--- src/rtl/selector_modo.sv ---
// selector_modo: debounced MODE button driving a 3-state clock-mode FSM (option: MODO_AUTORETORNO_EN)
module selector_modo #(
  parameter int DEBOUNCE_CYCLES = 500000,
  parameter int TIMEOUT_CYCLES  = 500000000
) (
  input  logic       clk,
  input  logic       rst_n,
  input  logic       btn_modo,
  input  logic       bloqueo,
  output logic [1:0] modo,
  output logic       modo_cambio,
  output logic       btn_estable
);
  localparam int DW = $clog2(DEBOUNCE_CYCLES);
  typedef enum logic [1:0] {MODO_HORA = 2'd0, MODO_AJ_HORA = 2'd1, MODO_AJ_MIN = 2'd2} modo_t;
  if (DEBOUNCE_CYCLES < 2 || TIMEOUT_CYCLES < 2) begin : g_param_check
    $error("selector_modo: DEBOUNCE_CYCLES and TIMEOUT_CYCLES must be at least 2");
  end
  logic          s1, btn_sync, estable_q, accept, expira;
  logic [DW-1:0] cnt;
  modo_t         state, sig, nxt;
  // two-flop synchroniser, the only sampler of the raw button
  always_ff @(posedge clk or negedge rst_n)
    if (!rst_n) {btn_sync, s1} <= 2'b00;
    else {btn_sync, s1} <= {s1, btn_modo};
  // accept a new level only after it has persisted DEBOUNCE_CYCLES cycles
  always_ff @(posedge clk or negedge rst_n)
    if (!rst_n) begin
      cnt         <= '0;
      btn_estable <= 1'b0;
    end else if (btn_sync == btn_estable) cnt <= '0;
    else if (cnt == DW'(DEBOUNCE_CYCLES - 1)) begin
      cnt         <= '0;
      btn_estable <= btn_sync;
    end else cnt <= cnt + 1'b1;
  assign accept = btn_estable & ~estable_q & ~bloqueo;
`ifdef MODO_AUTORETORNO_EN
  localparam int TW = $clog2(TIMEOUT_CYCLES + 1);
  logic [TW-1:0] tcnt;
  assign expira = (state != MODO_HORA) && !bloqueo && (tcnt == TW'(TIMEOUT_CYCLES - 1));
  // inactivity counter: idle in mode 0, frozen while blocked, reset by presses and expiry
  always_ff @(posedge clk or negedge rst_n)
    if (!rst_n) tcnt <= '0;
    else if (accept || state == MODO_HORA || expira) tcnt <= '0;
    else if (!bloqueo) tcnt <= tcnt + 1'b1;
`else
  assign expira = 1'b0;
`endif
  // mode register, rising-edge detector and change strobe
  always_ff @(posedge clk or negedge rst_n)
    if (!rst_n) begin
      state       <= MODO_HORA;
      estable_q   <= 1'b0;
      modo_cambio <= 1'b0;
    end else begin
      state       <= nxt;
      estable_q   <= btn_estable;
      modo_cambio <= nxt != state;
    end
  // next mode: a press wins over timeout expiry; unknown encodings fall back to 0
  always_comb begin
    sig = MODO_HORA;
    case (state)
      MODO_HORA:    sig = MODO_AJ_HORA;
      MODO_AJ_HORA: sig = MODO_AJ_MIN;
      default:      sig = MODO_HORA;
    endcase
    nxt = accept ? sig : expira ? MODO_HORA : state;
  end
  assign modo = state;
endmodule

--- config.mk ---
export PLATFORM = sky130hd
export DESIGN_NAME = selector_modo
export DESIGN_NICKNAME = d
export VERILOG_FILES = /design/src/rtl/selector_modo.sv
export SDC_FILE = /design/constraint.sdc
export NUM_CORES = 1
export LEC_CHECK = 0
export CORE_MARGIN = 5
export CORE_UTILIZATION = 30
export CTS_CLUSTER_DIAMETER = 50
export DETAILED_ROUTE_END_ITERATION = 8
export DONT_BUFFER_PORTS = 1
export SLEW_MARGIN = 15
export SYNTH_ARGS = -nofsm -noshare
export SYNTH_HDL_FRONTEND = slang
export SYNTH_SLANG_ARGS = --single-unit
--- constraint.sdc ---
create_clock -name clk -period 2.6 [get_ports clk]
set_clock_uncertainty 0.15 [all_clocks]
set_input_delay 0.52 -clock clk [delete_from_list [all_inputs] [get_ports clk]]
set_output_delay 0.52 -clock clk [all_outputs]
set_load 0.02 [all_outputs]
; ---- Word level (Yosys, flattened, before mapping)
; Cells that the tools add are included.
[op_classes]
n_bitwise = 5
muxes = 4
eq_ne = 4
add_sub_neg = 1
reduce_logical = 2
[op_table]
columns = cell, n
row1 = 2-to-1 mux 19 bit, 2
row2 = adder 19 x 1 -> 19 bit (second input constant), 1
row3 = == test 19 bit (second input constant), 1
row4 = case mux 2 bit (2 select lines), 1
row5 = inverter 1 bit, 3
row6 = bitwise AND 1 bit, 2
row7 = == test 2 x 1 -> 1 bit (second input constant), 1
row8 = zero test 2 bit, 1
row9 = 2-to-1 mux 2 bit, 1
row10 = inequality test 2 bit, 1
row11 = AND reduction 2 bit, 1
row12 = == test 1 bit, 1
[totals]
wordCells = 23
out_inout_bits = 4
inputBits = 4
register_bits = 26

; ---- Logic depth before layout (Yosys ltp)
[depth]
depth_word = 5
mapped_depth = 6
mapped_depth_nobuf = 5

; ---- Worst setup path after synthesis
; Ideal clock, no wire load.
[synth_timing]
path_kind = reg-to-reg
from = register cnt[11]
to = register btn_estable
period_less_slack_ps = 2009
setup_ps = 125
required_ps = 2325
setup_slack_ps = 591
n_path_buf = 0
path_stages_with_launch = 5
arrival_ps = 1734
cell_sequence = dfrtp_1 or4b_1 or3_4 nor2_1 mux2_2
[synth_via]
elab_chain_len = 2
[synth_lines]
columns = element, line
row1 = from (decl), 20  ; logic [DW-1:0] cnt;
row2 = from (signal assigned), 35  ; end else cnt <= cnt + 1'b1;
row3 = == test 19 bit, 32  ; else if (cnt == DW'(DEBOUNCE_CYCLES - 1)) begin
row4 = AND reduction 2 bit (no line), -
row5 = to (signal assigned), 34  ; btn_estable <= btn_sync;
row6 = to (decl), 12  ; output logic btn_estable
; Every way passes these cells.
; A chain may end at the register's enable or synchronous reset.

; ---- Final worst setup path
; Ends and elaborated chain as after synthesis.

==> summary.txt <==
Timing
  • Worst Tran Pin Value: 0.466 ns
  • Fin crit share: 0.830
  • Final-report setup violation count: 0
  • Max-slew violation count: 0
  • Worst slew margin: 0.689
  • TNS Setup: 0 ns
  • Min Hold Slack: 0.119 ns
  • Final worst path period need: 2.16 ns
  • Fmax: about 460 MHz
  • Final worst slack: roughly 0.44 ns
  • Final hold vios: 0
  • Unrepaired setup endpoints after global routing: false

Synthesis
  • Mapped Cells: 115
  • XOR/XNOR Fraction of Synth Area: 0.100
  • Synthesized Nets: 120
  • FFs w/ async S/R, synth: 1.00
  • Synth unique cells: 29
  • Dominant cell type by area after synthesis: dfrtp_1
  • Area share of fa/ha/maj cells after synthesis: 0.0102
  • Yosys reg bits: 26
  • Yosys warnings: 0
  • Count leader, synth: dfrtp_1
  • Commonest register cell after synthesis: dfrtp_1
  • Combinational family with the most area after synthesis: simple AND/OR/NAND/NOR gates
  • Largest cells by area after synthesis: dfrtp_1, xnor2_1, nor2_1
  • Top post-synthesis cells by count: dfrtp_1, nor2_1, xnor2_1, nand2_1, nand3_1
  • Mean Syn Cell Area: 10.6 um2
  • Synth Area in Simple Gates: 0.261
  • Sequential share of the synthesized area: 0.533
  • Post-Synthesis Cell Area: 1220 um2
  • Post-synthesis mux area share: 0.0266
  • Number of flops mapped to enable cells by yosys: 0
  • Share of the synthesized area in the top cell type: 0.533
  • Post-synthesis compound-gate area fraction: 0.0441

Detailed routing
  • Total number of vias: 847
  • Met2 Wirelength: 1010 um
  • Final antenna-violating net count: 0
  • Initial DRT Pass Iterations: 4
  • DRT iter0 DRCs: 72
  • WL final: 2170 um
  • Routed wl met3: approximately 83 um
  • Top Metal Used: met4
  • DRC: 0
  • WL per Instance: 12.7 um
  • DR vias/cell: 4.95
  • Metal1 wirelength: approximately 1000 um

GRT
  • Largest net degree at the start of global routing: 27
  • Wire length of the first global-routing pass: 3800 um
  • Initial antenna violation count: 0
  • GR Util All Layers: 0.0906
  • Final global-route overflow total: 0
  • Vias in the first global route: 845

Clock network
  • Hold_buf cts: 2
  • CTS sink cnt: 26
  • Worst skew pair latency: roughly 0.27 ns
  • PostCTS Resize Cnt: 0
  • Max clock buf depth: 2
  • Num CTS Buffers: 3
  • Post-CTS setup repair buffer count: 0
  • Root Driver: clkbuf_8
  • CTS clock-pin slew for the worst setup and hold paths: around 0.09 ns
  • CTS tree: yes
  • Htree depth: 1

Critical path
  • CP Class: flop to flop
  • Worst path required time: around 2.6 ns
  • Setup crit start kind: flop
  • Cells on worst reg2reg path: 4
  • Worst Setup End Kind: flop
  • Maximum fanout along the worst path: 6
  • Arrival time worst endpoint: roughly 2.2 ns

Floorplanning
  • Area of the core: 3970 um2
  • Starting Density: 0.307
  • DIE WIDTH: 73.8 um
  • Die H: ~74 um
  • FP Rows: 23
  • IO Count: 8
  • Die area: 5450 um2

Place
  • I/O Buffers: 0
  • Pre-CTS WS: between 0.4 and 0.5 ns
  • Final Wtd Congestion: 0.811
  • Hpwl dp: ~1600 um

Cells and area
  • N_diodes: 0
  • Share of cells above drive strength 1: 0.107
  • Layout Nets: 127
  • Area Growth Syn to Fin: 13.1%

Power and ir drop
  • Max VDD drop: 175 uV
  • Pwr per Cell Area: between 500 and 600 nW/um2
  • Pleak: approximately 0.54 nW
  • Final Power: ~0.77 mW

Worst hold path
  • Worst Hold Depth: 0
  • Worst min path class: primary input to flop

Job
  • Max cap viols: 0

Run status
  • Status: completed
-- final timing paths --
kind,from,to,slack (ns)
setup / recovery,cnt[11],btn_estable,0.44
hold / removal,btn_modo,s1,0.12
setup reg to reg,cnt[11],btn_estable,0.44
hold reg to reg,s1,btn_sync,0.22
max in group asynchronous,rst_n,cnt[14],1.62
min in group asynchronous,rst_n,cnt[5],0.53
-- metrics by stage --
stage / utilization / instance area, um2 / instances
final: 0.348 / 1380 / 171
after global routing: 0.348 / 1380 / 171
after CTS: 0.348 / 1380 / 171
after detailed placement: 0.322 / 1280 / 165
after global placement: 0.322 / 1280 / 165
after floorplan: - / 1220 / 115
-- per-layer routing --
metal | up-vias | track usage
met5 | - | 0
met4 | 0 | 0.0563
met3 | 6 | 0.0178
met2 | 18 | 0.144
met1 | 418 | 0.112
li1 | 405 | -
-- state kept, by name, summed over array words and instances (netlist names) --
name and flops:
estable_q 1, modo_cambio 1, btn_sync 1, s1 1
btn_estable 1, modo 2, cnt 19
-- cell type report --
cell class                      instances  area, um2
Fill cell                             386       2590
Sequential cell                        26        651
Multi-Input combinational cell         83        541
Tap cell                               50       62.6
Clock buffer                            3       41.3
Timing Repair Buffer                    3       37.5
Clock inverter                          1       30.0
Inverter                                5       18.8
-- cell families (layout without fill, tap and decap cells) --
family                   Yosys count  in the layout
buffers and inverters              6             12
AND/OR/NAND/NOR                   57             57
flip-flops                        26             26
XOR/XNOR                          14             14
AO/OA/AOI/OAI                      8              8
adder cells (fa/ha/maj)            1              1
multiplexers                       3              3
-- placed cells by master, fill, tap and decap left out --
cell type,netlist,final
a21oi_1,4,4
and3_1,1,1
and3_2,1,1
buf_12,0,1
buf_4,0,1
bufinv_16,0,1
clkbuf_8,0,3
dfrtp_1,26,26
dlygate4sd3_1,0,1
ha_1,1,1
inv_1,5,5
mux2_2,2,2
mux2i_1,1,1
nand2_1,6,6
nand3_1,6,6
nand3b_1,1,1
nand4_1,3,3
nand4_4,1,1
nand4b_1,1,1
nand4bb_1,1,1
nor2_1,22,22
nor3_1,4,4
nor3b_1,1,1
nor4_1,3,3
o21ai_0,3,3
o21bai_4,1,1
or3_1,1,1
or3_4,1,1
or4_1,1,1
or4_4,1,1
or4b_1,2,2
xnor2_1,13,13
xor2_1,1,1
-- critical path, stage by stage (launching register included) --
cell	delay, ns
dfrtp_1	0.44
or4b_1	0.52
or3_4	0.42
nor2_1	0.15
mux2_2	0.37
-- report_power, final --
part / leakage [nW] / internal (mW) / switching (mW)
Sequential: 0.356 / 0.409 / 0.00462
Clock: 0.0357 / 0.206 / 0.126
Combinational: 0.145 / 0.00964 / 0.0162
No activity file was read; power rests on OpenSTA's default activity.
